`config.mk`:
```
export PLATFORM = sky130hd
export DESIGN_NAME = ee194_core_top
export DESIGN_NICKNAME = d
export VERILOG_FILES = /design/src/rtl/ee194_core_top.sv
export SDC_FILE = /design/constraint.sdc
export NUM_CORES = 1
export LEC_CHECK = 0
export ABC_AREA = 1
export CORE_MARGIN = 2
export CORE_UTILIZATION = 35
export CTS_BUF_LIST = sky130_fd_sc_hd__clkbuf_8
export CTS_CLUSTER_DIAMETER = 50
export DETAILED_ROUTE_END_ITERATION = 12
export SKIP_LAST_GASP = 1
export SLEW_MARGIN = 20
export SYNTH_ARGS = -nofsm -noshare
export SYNTH_HDL_FRONTEND = slang
export SYNTH_SLANG_ARGS = --single-unit
```
`constraint.sdc`:
```
create_clock -name clock -period 3.25 [get_ports clock]
set_input_delay 0.4875 -clock clock [delete_from_list [all_inputs] [get_ports clock]]
set_output_delay 0.4875 -clock clock [all_outputs]
set_load 0.01 [all_outputs]
```
`src/rtl/ee194_core_top.sv`:
```
// JTAG-controlled UART transmitter with GFSK frequency-code ramp; TCK sampled through synchronisers, bytes written while busy are dropped (sticky overflow).
// Optional scan chain and config register enabled by `define EE194_SCANCHAIN_EN; default build ties SCAN_OUT low and fixes the GFSK center at 3'b100.
module ee194_core_top #(
    parameter logic [31:0] IDCODE   = 32'h1000_0CA3,
    parameter int          UART_DIV = 174
) (
    input  logic       clock,
    input  logic       reset,
    input  logic       io_jtag_TCK,
    input  logic       io_jtag_TMS,
    input  logic       io_jtag_TDI,
    input  logic       io_jtag_TRSTn,
    output logic       io_jtag_TDO,
    output logic       io_uart_txd,
    input  logic       io_uart_rxd,
    output logic [2:0] io_gfskout,
    input  logic       io_scanchain_PHI,
    input  logic       io_scanchain_PHIB,
    input  logic       io_scanchain_i0o1,
    input  logic       io_scanchain_LOAD,
    input  logic       io_scanchain_SCAN_IN,
    output logic       io_scanchain_SCAN_OUT,
    input  logic       io_gpio_pins_0_i_ival,
    input  logic       io_gpio_pins_1_i_ival,
    input  logic       io_gpio_pins_2_i_ival,
    input  logic       io_gpio_pins_3_i_ival,
    input  logic       io_isig,
    input  logic       io_qsig,
    input  logic       io_alternate_modulation_in,
    input  logic       io_modulator_bypass_force,
    input  logic       io_enable_scan_global,
    input  logic       io_clock_40MHz
);
    localparam logic [4:0] IR_IDCODE = 5'h01;
    localparam logic [4:0] IR_UART   = 5'h10;
    localparam logic [4:0] IR_STATUS = 5'h11;
    localparam int         BAUD_W    = $clog2(UART_DIV);
    localparam logic [BAUD_W-1:0] BAUD_LAST = BAUD_W'(UART_DIV - 1);

    typedef enum logic [3:0] {
        TLR, RTI, SEL_DR, CAP_DR, SH_DR, EX1_DR, PAU_DR, EX2_DR, UPD_DR,
        SEL_IR, CAP_IR, SH_IR, EX1_IR, PAU_IR, EX2_IR, UPD_IR
    } tap_state_t;

    function automatic tap_state_t tap_next(input tap_state_t s, input logic tms);
        tap_state_t n;
        case (s)
            TLR:     n = tms ? TLR    : RTI;
            RTI:     n = tms ? SEL_DR : RTI;
            SEL_DR:  n = tms ? SEL_IR : CAP_DR;
            CAP_DR:  n = tms ? EX1_DR : SH_DR;
            SH_DR:   n = tms ? EX1_DR : SH_DR;
            EX1_DR:  n = tms ? UPD_DR : PAU_DR;
            PAU_DR:  n = tms ? EX2_DR : PAU_DR;
            EX2_DR:  n = tms ? UPD_DR : SH_DR;
            UPD_DR:  n = tms ? SEL_DR : RTI;
            SEL_IR:  n = tms ? TLR    : CAP_IR;
            CAP_IR:  n = tms ? EX1_IR : SH_IR;
            SH_IR:   n = tms ? EX1_IR : SH_IR;
            EX1_IR:  n = tms ? UPD_IR : PAU_IR;
            PAU_IR:  n = tms ? EX2_IR : PAU_IR;
            EX2_IR:  n = tms ? UPD_IR : SH_IR;
            UPD_IR:  n = tms ? SEL_DR : RTI;
            default: n = TLR;
        endcase
        return n;
    endfunction

    logic [1:0] r_tck_s, r_tms_s, r_tdi_s, r_trstn_s, r_rxd_s;
    logic       r_tck_d;
    logic       w_tck_rise, w_tck_fall, w_tap_rst;

    always_ff @(posedge clock) begin
        if (reset) begin
            r_tck_s   <= 2'b00;
            r_tms_s   <= 2'b11;
            r_tdi_s   <= 2'b00;
            r_trstn_s <= 2'b11;
            r_rxd_s   <= 2'b11;
            r_tck_d   <= 1'b0;
        end else begin
            r_tck_s   <= {r_tck_s[0], io_jtag_TCK};
            r_tms_s   <= {r_tms_s[0], io_jtag_TMS};
            r_tdi_s   <= {r_tdi_s[0], io_jtag_TDI};
            r_trstn_s <= {r_trstn_s[0], io_jtag_TRSTn};
            r_rxd_s   <= {r_rxd_s[0], io_uart_rxd};
            r_tck_d   <= r_tck_s[1];
        end
    end

    assign w_tck_rise = r_tck_s[1] & ~r_tck_d;
    assign w_tck_fall = ~r_tck_s[1] & r_tck_d;
    assign w_tap_rst  = reset | ~r_trstn_s[1];

    tap_state_t  r_tap;
    logic [4:0]  r_ir, r_ir_sr;
    logic [31:0] r_dr, w_dr_cap, w_dr_shift;
    logic        r_tdo;
    logic        r_tx_busy, r_ovf;
    logic [9:0]  r_frame;

    always_comb begin
        w_dr_cap = 32'd0;
        case (r_ir)
            IR_IDCODE: w_dr_cap = IDCODE;
            IR_UART:   w_dr_cap = {31'd0, r_tx_busy};
            IR_STATUS: w_dr_cap = {24'd0, 1'b0, io_gpio_pins_3_i_ival, io_gpio_pins_2_i_ival,
                                   io_gpio_pins_1_i_ival, io_gpio_pins_0_i_ival,
                                   r_rxd_s[1], r_ovf, r_tx_busy};
            default:   w_dr_cap = 32'd0;
        endcase
    end

    // TDI enters the MSB of whichever register length the current instruction selects
    always_comb begin
        w_dr_shift = {1'b0, r_dr[31:1]};
        case (r_ir)
            IR_IDCODE:         w_dr_shift[31] = r_tdi_s[1];
            IR_UART, IR_STATUS: w_dr_shift[7] = r_tdi_s[1];
            default:           w_dr_shift[0]  = r_tdi_s[1];
        endcase
    end

    always_ff @(posedge clock) begin
        if (w_tap_rst) begin
            r_tap   <= TLR;
            r_ir    <= IR_IDCODE;
            r_ir_sr <= 5'd0;
            r_dr    <= 32'd0;
            r_tdo   <= 1'b0;
        end else begin
            if (r_tap == TLR)
                r_ir <= IR_IDCODE;
            if (w_tck_rise) begin
                r_tap <= tap_next(r_tap, r_tms_s[1]);
                case (r_tap)
                    CAP_IR:  r_ir_sr <= 5'b00001;
                    SH_IR:   r_ir_sr <= {r_tdi_s[1], r_ir_sr[4:1]};
                    CAP_DR:  r_dr    <= w_dr_cap;
                    SH_DR:   r_dr    <= w_dr_shift;
                    default: ;
                endcase
            end
            if (w_tck_fall) begin
                r_tdo <= (r_tap == SH_IR) ? r_ir_sr[0] :
                         (r_tap == SH_DR) ? r_dr[0]    : 1'b0;
                if (r_tap == UPD_IR)
                    r_ir <= r_ir_sr;
            end
        end
    end

    assign io_jtag_TDO = r_tdo;

    logic w_uart_upd, w_stat_cap;
    assign w_uart_upd = w_tck_fall & ~w_tap_rst & (r_tap == UPD_DR) & (r_ir == IR_UART);
    assign w_stat_cap = w_tck_rise & ~w_tap_rst & (r_tap == CAP_DR) & (r_ir == IR_STATUS);

    logic [BAUD_W-1:0] r_baud;
    logic [3:0]        r_bitn;

    // r_frame[0] is the line level; ones fill in from the top so it idles high
    always_ff @(posedge clock) begin
        if (reset) begin
            r_frame   <= 10'h3FF;
            r_baud    <= '0;
            r_bitn    <= 4'd0;
            r_tx_busy <= 1'b0;
        end else if (r_tx_busy) begin
            if (r_baud == BAUD_LAST) begin
                r_baud  <= '0;
                r_frame <= {1'b1, r_frame[9:1]};
                if (r_bitn == 4'd9) begin
                    r_tx_busy <= 1'b0;
                    r_bitn    <= 4'd0;
                end else begin
                    r_bitn <= r_bitn + 4'd1;
                end
            end else begin
                r_baud <= r_baud + 1'b1;
            end
        end else if (w_uart_upd) begin
            r_frame   <= {1'b1, r_dr[7:0], 1'b0};
            r_baud    <= '0;
            r_bitn    <= 4'd0;
            r_tx_busy <= 1'b1;
        end
    end

    always_ff @(posedge clock) begin
        if (reset)
            r_ovf <= 1'b0;
        else if (w_uart_upd && r_tx_busy)
            r_ovf <= 1'b1;
        else if (w_stat_cap)
            r_ovf <= 1'b0;
    end

    assign io_uart_txd = r_frame[0];

    logic [2:0] w_center, w_target, r_gfsk;
    logic       w_unused;

`ifdef EE194_SCANCHAIN_EN
    logic [1:0] r_phi_s, r_phib_s;
    logic       r_phi_d;
    logic [7:0] r_scan_sr, r_scan_cfg;

    always_ff @(posedge clock) begin
        if (reset) begin
            r_phi_s    <= 2'b00;
            r_phib_s   <= 2'b00;
            r_phi_d    <= 1'b0;
            r_scan_sr  <= 8'h04;
            r_scan_cfg <= 8'h04;
        end else begin
            r_phi_s  <= {r_phi_s[0], io_scanchain_PHI};
            r_phib_s <= {r_phib_s[0], io_scanchain_PHIB};
            r_phi_d  <= r_phi_s[1];
            if (io_enable_scan_global) begin
                if (io_scanchain_LOAD) begin
                    if (io_scanchain_i0o1)
                        r_scan_sr <= r_scan_cfg;
                    else
                        r_scan_cfg <= r_scan_sr;
                end else if (r_phi_s[1] && !r_phi_d && !r_phib_s[1]) begin
                    r_scan_sr <= {r_scan_sr[6:0], io_scanchain_SCAN_IN};
                end
            end
        end
    end

    assign io_scanchain_SCAN_OUT = r_scan_sr[7];
    assign w_center              = r_scan_cfg[2:0];
    assign w_unused              = ^{io_clock_40MHz, r_scan_cfg[7:3]};
`else
    assign io_scanchain_SCAN_OUT = 1'b0;
    assign w_center              = 3'b100;
    assign w_unused              = ^{io_clock_40MHz, io_scanchain_PHI, io_scanchain_PHIB,
                                     io_scanchain_i0o1, io_scanchain_LOAD,
                                     io_scanchain_SCAN_IN, io_enable_scan_global};
`endif

    assign w_target = r_tx_busy ? {3{r_frame[0]}} : w_center;

    always_ff @(posedge clock) begin
        if (reset)
            r_gfsk <= 3'b100;
        else if (io_modulator_bypass_force)
            r_gfsk <= {io_alternate_modulation_in, io_isig, io_qsig};
        else if (r_gfsk < w_target)
            r_gfsk <= r_gfsk + 3'd1;
        else if (r_gfsk > w_target)
            r_gfsk <= r_gfsk - 3'd1;
    end

    assign io_gfskout = r_gfsk;

endmodule

```
* Yosys cells after proc, flatten, opt, wreduce, memory -nomap -nowiden
Cells that the tools add are included.
** Storage, ports and cells
- Latch bits :: 0
- Memories :: 0
- Register bits after elaboration :: 85
- Word-level logic and storage cells :: 116
- Bits in writable memories :: 0
- Memory bits (read-only) :: 0
** Operators by class
- Bitwise gates (word level) :: 13
- Add/sub/neg operators :: 4
- Reductions and logical operators :: 15
- Multipliers :: 0
- Shift-type cells :: 0
- Eq/ne operators :: 21
- Div/mod/pow operators :: 0
- Mux-type cells :: 44
- Order comparisons :: 2
** Operators with widths (count)
- $pmux 29 s3 :: 1
- $pmux 32 s2 :: 1
- $pmux 4 s12 :: 1
- $eq 4x4->1 const B :: 9
- $mux 4 :: 8
- $mux 10 :: 3
- $mux 8 :: 3
- $mux 3 :: 6
- $eq 4x3->1 const B :: 4
- $mux 5 :: 3
- $mux 1 :: 14
- $eq 5x5->1 const B :: 2
- $pmux 5 s2 :: 1
- $add 8x1->8 const B :: 1
- $and 1x1->1 :: 8
- $eq 4x2->1 const B :: 2
- $eq 8x8->1 const B :: 1
- $reduce_bool 2->1 :: 4
- $mux 2 :: 3
- $reduce_and 2->1 :: 3
- $reduce_or 2->1 :: 3
- $reduce_or 3->1 :: 2
- $eq 5x1->1 const B :: 1
- $add 4x1->4 const B :: 1
- other kinds (11) :: 14

* Longest topological paths before layout
- Depth after elaboration :: 8
- Gate-level depth with buffers :: 13
- Mapped depth without buffers :: 11

* Least setup slack after synthesis
Ideal clock, no wire load.
- Path kind :: register -> register
- From :: register r_tx_busy
- To :: register r_gfsk[2] (netlist: io_gfskout[2])
- Cell stages (with the launch flop) :: 14
- Path buffers :: 2
- Setup time :: 114 ps
- Slack :: 708 ps
- Arrival :: 2428 ps
- Path through :: dfxtp_1 buf_2 clkinv_1 clkbuf_1 nor2_1 ha_1 a21oi_1 o21ai_0 fa_1 xnor2_1 xor2_1 nand2_1 nand3_1 nand2_1
** Between the ends
- Word-level cells in the longest chain between the ends :: 4
- Elaborated cells between the ends (all ways) :: 6
- Classes of those cells :: order compare: 2; mux: 3; reduce/logical: 1
** Ends and longest elaborated chain
- start, declared :: line 99 : logic r_tx_busy, r_ovf;
- start signal, assigned :: line 168 : r_tx_busy <= 1'b0;
- start signal, assigned :: line 174 : r_tx_busy <= 1'b0;
- start signal, assigned :: line 186 : r_tx_busy <= 1'b1;
- $mux 3 * :: line 244 : assign w_target = r_tx_busy ? {3{r_frame[0]}} : w_center;
- $lt 3x3->1 :: line 251 : else if (r_gfsk < w_target)
- $mux 3 :: line 251
- $mux 3 :: line 249 : else if (io_modulator_bypass_force)
- end signal, assigned :: line 250 : r_gfsk <= {io_alternate_modulation_in, io_isig, io_qsig};
- end signal, assigned :: line 252 : r_gfsk <= r_gfsk + 3'd1;
- end signal, assigned :: line 254 : r_gfsk <= r_gfsk - 3'd1;
- end, declared :: line 201 : logic [2:0] w_center, w_target, r_gfsk;
Every way passes the cells marked *; elsewhere a longest branch is shown, timed or not.
A chain may end at the register's enable or synchronous reset.

* Worst setup path in the final report
- From :: input reset
- To :: register r_frame[8]
** Between the ends
- Word-level cells in the longest chain between the ends :: 7
** Ends and longest elaborated chain
- start, declared :: line 8 : input logic reset,
- $or 1x1->1 :: line 93 : assign w_tap_rst = reset | ~r_trstn_s[1];
- $not 1->1 :: line 156 : assign w_uart_upd = w_tck_fall & ~w_tap_rst & (r_tap == UPD_DR) & (r_ir == IR_UART);
- $and 1x1->1 (3 in series) :: line 156
- $reduce_bool 2->1 (no source line)
- $reduce_and 2->1 (no source line)
- end signal, assigned :: line 172 : r_frame <= {1'b1, r_frame[9:1]};
- end signal, assigned :: line 183 : r_frame <= {1'b1, r_dr[7:0], 1'b0};
- end, declared :: line 100 : logic [9:0] r_frame;
Parallel ways exist; a longest one is shown, timed or not.

==> flow_summary.html <==
<table>
<tr><th>Metric</th><th>Value</th></tr>
<tr><th colspan="2">Status</th></tr>
<tr><td>Outcome</td><td>finished, final reports clean</td></tr>
<tr><th colspan="2">Synth</th></tr>
<tr><td>Post-synthesis compound-gate area fraction</td><td>14.5%</td></tr>
<tr><td>Yosys top cell area share</td><td>43.0%</td></tr>
<tr><td>Cell type with the highest aggregate area in the netlist</td><td>dfxtp_1</td></tr>
<tr><td>Number of warnings issued by yosys</td><td>0</td></tr>
<tr><td>Synth Net Count</td><td>between 500 and 600</td></tr>
<tr><td>Netlist cell types</td><td>37</td></tr>
<tr><td>Mux cell area share after synthesis</td><td>0%</td></tr>
<tr><td>Post-Syn Instances</td><td>546</td></tr>
<tr><td>Synth Area per Inst</td><td>7.16 sq um</td></tr>
<tr><td>Synth Area in Adders</td><td>under 10%</td></tr>
<tr><td>Area contributors post-synth</td><td>dfxtp_1, nand2_1, a21oi_1</td></tr>
<tr><td>Combinational family with the most area after synthesis</td><td>simple AND/OR/NAND/NOR gates</td></tr>
<tr><td>Synthesized cell area</td><td>3910 sq um</td></tr>
<tr><td>Xor and xnor fraction of the mapped netlist area</td><td>0.672%</td></tr>
<tr><td>Post-synthesis sequential area ratio</td><td>43.0%</td></tr>
<tr><td>Fraction of the mapped netlist area in simple logic gates</td><td>between 30% and 40%</td></tr>
<tr><td>Register bit count reported by yosys</td><td>84</td></tr>
<tr><th colspan="2">Clock tree</th></tr>
<tr><td>H-tree depth</td><td>3</td></tr>
<tr><td>TritonCTS clock tree</td><td>yes</td></tr>
<tr><td>Number of buffers added for setup after CTS</td><td>0</td></tr>
<tr><td>Clock root buffer master</td><td>clkbuf_8</td></tr>
<tr><td>Clock buffers created by TritonCTS</td><td>9</td></tr>
<tr><td>Source-to-sink clock delay at the later pin of the worst-skew pair</td><td>0.36 ns</td></tr>
<tr><td>Post-cts hold buffer count</td><td>0</td></tr>
<tr><td>Number of buffers between clock root and the deepest sink</td><td>2</td></tr>
<tr><td>PostCTS Resize Cnt</td><td>0</td></tr>
<tr><td>TritonCTS Sinks</td><td>84</td></tr>
<tr><td>Clock transition at the registers of the reported paths</td><td>0.09 ns</td></tr>
<tr><th colspan="2">Placed design</th></tr>
<tr><td>Detail Placement HPWL</td><td>approximately 5500 um</td></tr>
<tr><td>Input/output buffers</td><td>19</td></tr>
<tr><td>DP Worst Slack</td><td>a little over 0.6 ns</td></tr>
<tr><td>Final weighted congestion in routability-driven placement</td><td>0.871</td></tr>
<tr><td>Inst Count DP</td><td>689</td></tr>
<tr><td>Placed inst area</td><td>4200 sq um</td></tr>
<tr><th colspan="2">Final layout</th></tr>
<tr><td>Fillers</td><td>1094</td></tr>
<tr><td>Non-Filler Cell Area, Final</td><td>approximately 4500 sq um</td></tr>
<tr><td>Area of the multi-input gates</td><td>1940 sq um</td></tr>
<tr><td>Share of final-layout standard cells stronger than drive strength 1</td><td>under 10%</td></tr>
<tr><td>Non-filler instance count after layout</td><td>705</td></tr>
<tr><td>Most frequent cells in the layout</td><td>nand2_1, dfxtp_1, a21oi_1</td></tr>
<tr><td>Final net count</td><td>590</td></tr>
<tr><td>Most frequent standard cell in the layout excluding fill and tap cells</td><td>nand2_1</td></tr>
<tr><td>Number of diodes added for antenna fixing</td><td>0</td></tr>
<tr><td>Post-Route Utilization</td><td>40.9%</td></tr>
<tr><td>Area growth from synthesis to layout</td><td>13.9%</td></tr>
<tr><td>Register cell area after layout</td><td>1680 sq um</td></tr>
<tr><th colspan="2">Pwr</th></tr>
<tr><td>Switching Fraction</td><td>between 20% and 30%</td></tr>
<tr><td>Reported net switching power</td><td>555 uW</td></tr>
<tr><td>Part of the power in registers</td><td>48.0%</td></tr>
<tr><td>Leakage</td><td>1.85 nW</td></tr>
<tr><td>Cell-internal power</td><td>1.69 mW</td></tr>
<tr><td>Comb power frac</td><td>10.0%</td></tr>
<tr><td>Max rail drop VDD</td><td>0.000248 V</td></tr>
<tr><td>Pwr Total</td><td>roughly 2.2 mW</td></tr>
<tr><td>Clock group share of total power</td><td>41.9%</td></tr>
<tr><td>PwrDens</td><td>around 500 nW/um^2</td></tr>
<tr><th colspan="2">GRT</th></tr>
<tr><td>Combined global-route utilization of all metal layers</td><td>between 10% and 20%</td></tr>
<tr><td>Total congestion overflow after global routing</td><td>0</td></tr>
<tr><td>Vias in the first global route</td><td>roughly 3.2k</td></tr>
<tr><td>Pin count of the biggest net entering global routing</td><td>27</td></tr>
<tr><td>Initial antenna violation count</td><td>0</td></tr>
<tr><td>First-pass GRT wire length</td><td>13900 um</td></tr>
<tr><th colspan="2">STA</th></tr>
<tr><td>Worst hold slack after final layout</td><td>0.404 ns</td></tr>
<tr><td>Worst slew pin tran</td><td>0.514 ns</td></tr>
<tr><td>Final total negative setup slack</td><td>0 ns</td></tr>
<tr><td>Worst Slack Setup Final</td><td>1.01 ns</td></tr>
<tr><td>Relative max-transition margin</td><td>between 60% and 70%</td></tr>
<tr><td>Final Hold Violating Endpoints</td><td>0</td></tr>
<tr><td>Final Max Tran Viols</td><td>0</td></tr>
<tr><td>Unrepaired setup endpoints after global routing</td><td>false</td></tr>
<tr><td>Minimum clock period after layout</td><td>2.24 ns</td></tr>
<tr><td>Post-Route Skew</td><td>0.0107 ns</td></tr>
<tr><td>Fmax achieved</td><td>447 MHz</td></tr>
<tr><td>Period utilization</td><td>68.8%</td></tr>
<tr><td>Setup-violating endpoint count in the final report</td><td>0</td></tr>
<tr><th colspan="2">Die</th></tr>
<tr><td>Starting density of the core</td><td>35.9%</td></tr>
<tr><td>DIE AREA</td><td>12000 sq um</td></tr>
<tr><td>Width of the die</td><td>110 um</td></tr>
<tr><td>Die Ht</td><td>110 um</td></tr>
<tr><td>Number of core rows</td><td>38</td></tr>
<tr><td>Number of top-level design ports</td><td>28</td></tr>
<tr><td>Area of the core region</td><td>between 10000 and 15000 sq um</td></tr>
<tr><th colspan="2">Critical path</th></tr>
<tr><td>Maximum cell stage delay along the critical path</td><td>0.44 ns</td></tr>
<tr><td>Worst EP arrival</td><td>2.48 ns</td></tr>
<tr><td>Slowest CP cell</td><td>clkdlybuf4s50_1</td></tr>
<tr><td>Data required time at the worst endpoint</td><td>3.50 ns</td></tr>
<tr><td>Cell chain of the critical path</td><td>clkdlybuf4s50_1, inv_2, nand2_2, inv_2, nand2_1, nor2_8, nand2_4, nand2_4, nand2_2, nand2_1, nand3_1</td></tr>
<tr><td>Setup crit end kind</td><td>register</td></tr>
<tr><td>Worst setup SP type</td><td>primary input</td></tr>
<tr><td>Peak fanout along the critical path</td><td>26</td></tr>
<tr><td>Kind of critical path</td><td>in2reg</td></tr>
<tr><th colspan="2">Detailed routing</th></tr>
<tr><td>Vias</td><td>approximately 3.5k</td></tr>
<tr><td>Remaining routing DRC violations</td><td>0</td></tr>
<tr><td>Iteration-0 DRC Markers</td><td>roughly 240</td></tr>
<tr><td>Routed wire per std cell</td><td>11.5 um</td></tr>
<tr><td>Antenna Nets Post-Route</td><td>0</td></tr>
<tr><td>Via-to-Cell Ratio</td><td>4.95</td></tr>
<tr><td>Detailed-routing iteration count for the pre-antenna-repair pass</td><td>5</td></tr>
<tr><td>Aggregate routed wire length</td><td>around 8000 um</td></tr>
<tr><th colspan="2">Worst hold path</th></tr>
<tr><td>Worst min-delay path category</td><td>reg2reg</td></tr>
<tr><th colspan="2">Flow run</th></tr>
<tr><td>Number of maximum-capacitance constraint violations</td><td>0</td></tr>
</table>
worst max-delay path: cells and delay by family:
| family | cells | cell delay [ns] |
|---|---|---|
| and+or+nand+nor | 8 | 0.98 |
| buffers and inverters | 3 | 1.01 |
Yosys cell counts, drive strengths merged:
cell    count
xor2        2
o211ai      1
fa          1
inv        45
a31oi       6
nor3        6
nand2     167
clkbuf      9
nand4       5
buf        12
or2         7
dfxtp      84
xnor2       1
nor4        1
o21ai      38
nand3b      2
nor2       42
o21a        1
a21oi      60
o221ai      2
nand3      44
ha          7
conb        1
clkinv      1
nor3b       1
path summary, 6_finish.rpt:
| check | slack (ns) | from | cells after the start | to |
|---|---|---|---|---|
| setup reg to reg | 1.06 | r_tx_busy$_SDFF_PP0_ | 11 | io_gfskout[2]$_SDFFE_PP1P_ |
| setup / recovery | 1.01 | reset | 11 | r_frame[8]$_SDFFE_PP1P_ |
| hold reg to reg | 0.40 | r_tdi_s[0]$_SDFF_PP0_ | 2 | r_tdi_s[1]$_SDFF_PP0_ |
| hold / removal | 0.40 | r_tdi_s[0]$_SDFF_PP0_ | 2 | r_tdi_s[1]$_SDFF_PP0_ |
cells by family after synthesis:
logic type / after synthesis
fa+ha+maj: 8
xor+xnor: 3
other cells: 1
flops: 84
buf+inv: 67
compound gates: 108
simple gates: 275
power groups by stage:
stage / clock (mW) / combinational [mW] / sequential [mW]
finish: 0.940 / 0.225 / 1.08
global route: 1.01 / 0.262 / 1.08
CTS: 0.964 / 0.227 / 1.08
detailed placement: 0 / 0.225 / 1.10
global placement: 0 / 0.218 / 1.10
floorplan: 0 / 0.142 / 1.10
registers in the layout, summed over array words and instances (netlist names):
| register | cells |
|---|---|
| io_gfskout | 3 |
| io_jtag_TDO | 1 |
| r_baud | 8 |
| r_bitn | 4 |
| r_dr | 32 |
| r_frame | 9 |
| r_ir | 5 |
| r_ir_sr | 5 |
| r_ovf | 1 |
| r_rxd_s | 2 |
| r_tap | 4 |
| r_tck_d | 1 |
| r_tck_s | 2 |
| r_tdi_s | 2 |
| r_tms_s | 2 |
| r_trstn_s | 2 |
| r_tx_busy | 1 |
layer usage:
metal,track usage [%],up-vias,part of all wire (%)
met5,0,-,0
met4,5.70,0,1.5
met3,2.90,9,4.1
met2,24.4,74,46
met1,17.8,1598,49
li1,-,1807,-
cell type report:
cell class	instances	area share, %
Multi-Input combinational cell	395	43.6
Tap cell	140	3.93
Timing Repair Buffer	24	5.11
Clock inverter	7	2.92
Clock buffer	9	2.78
Inverter	46	3.88
Sequential cell	84	37.8
No activity file was read; power rests on OpenSTA's default activity.
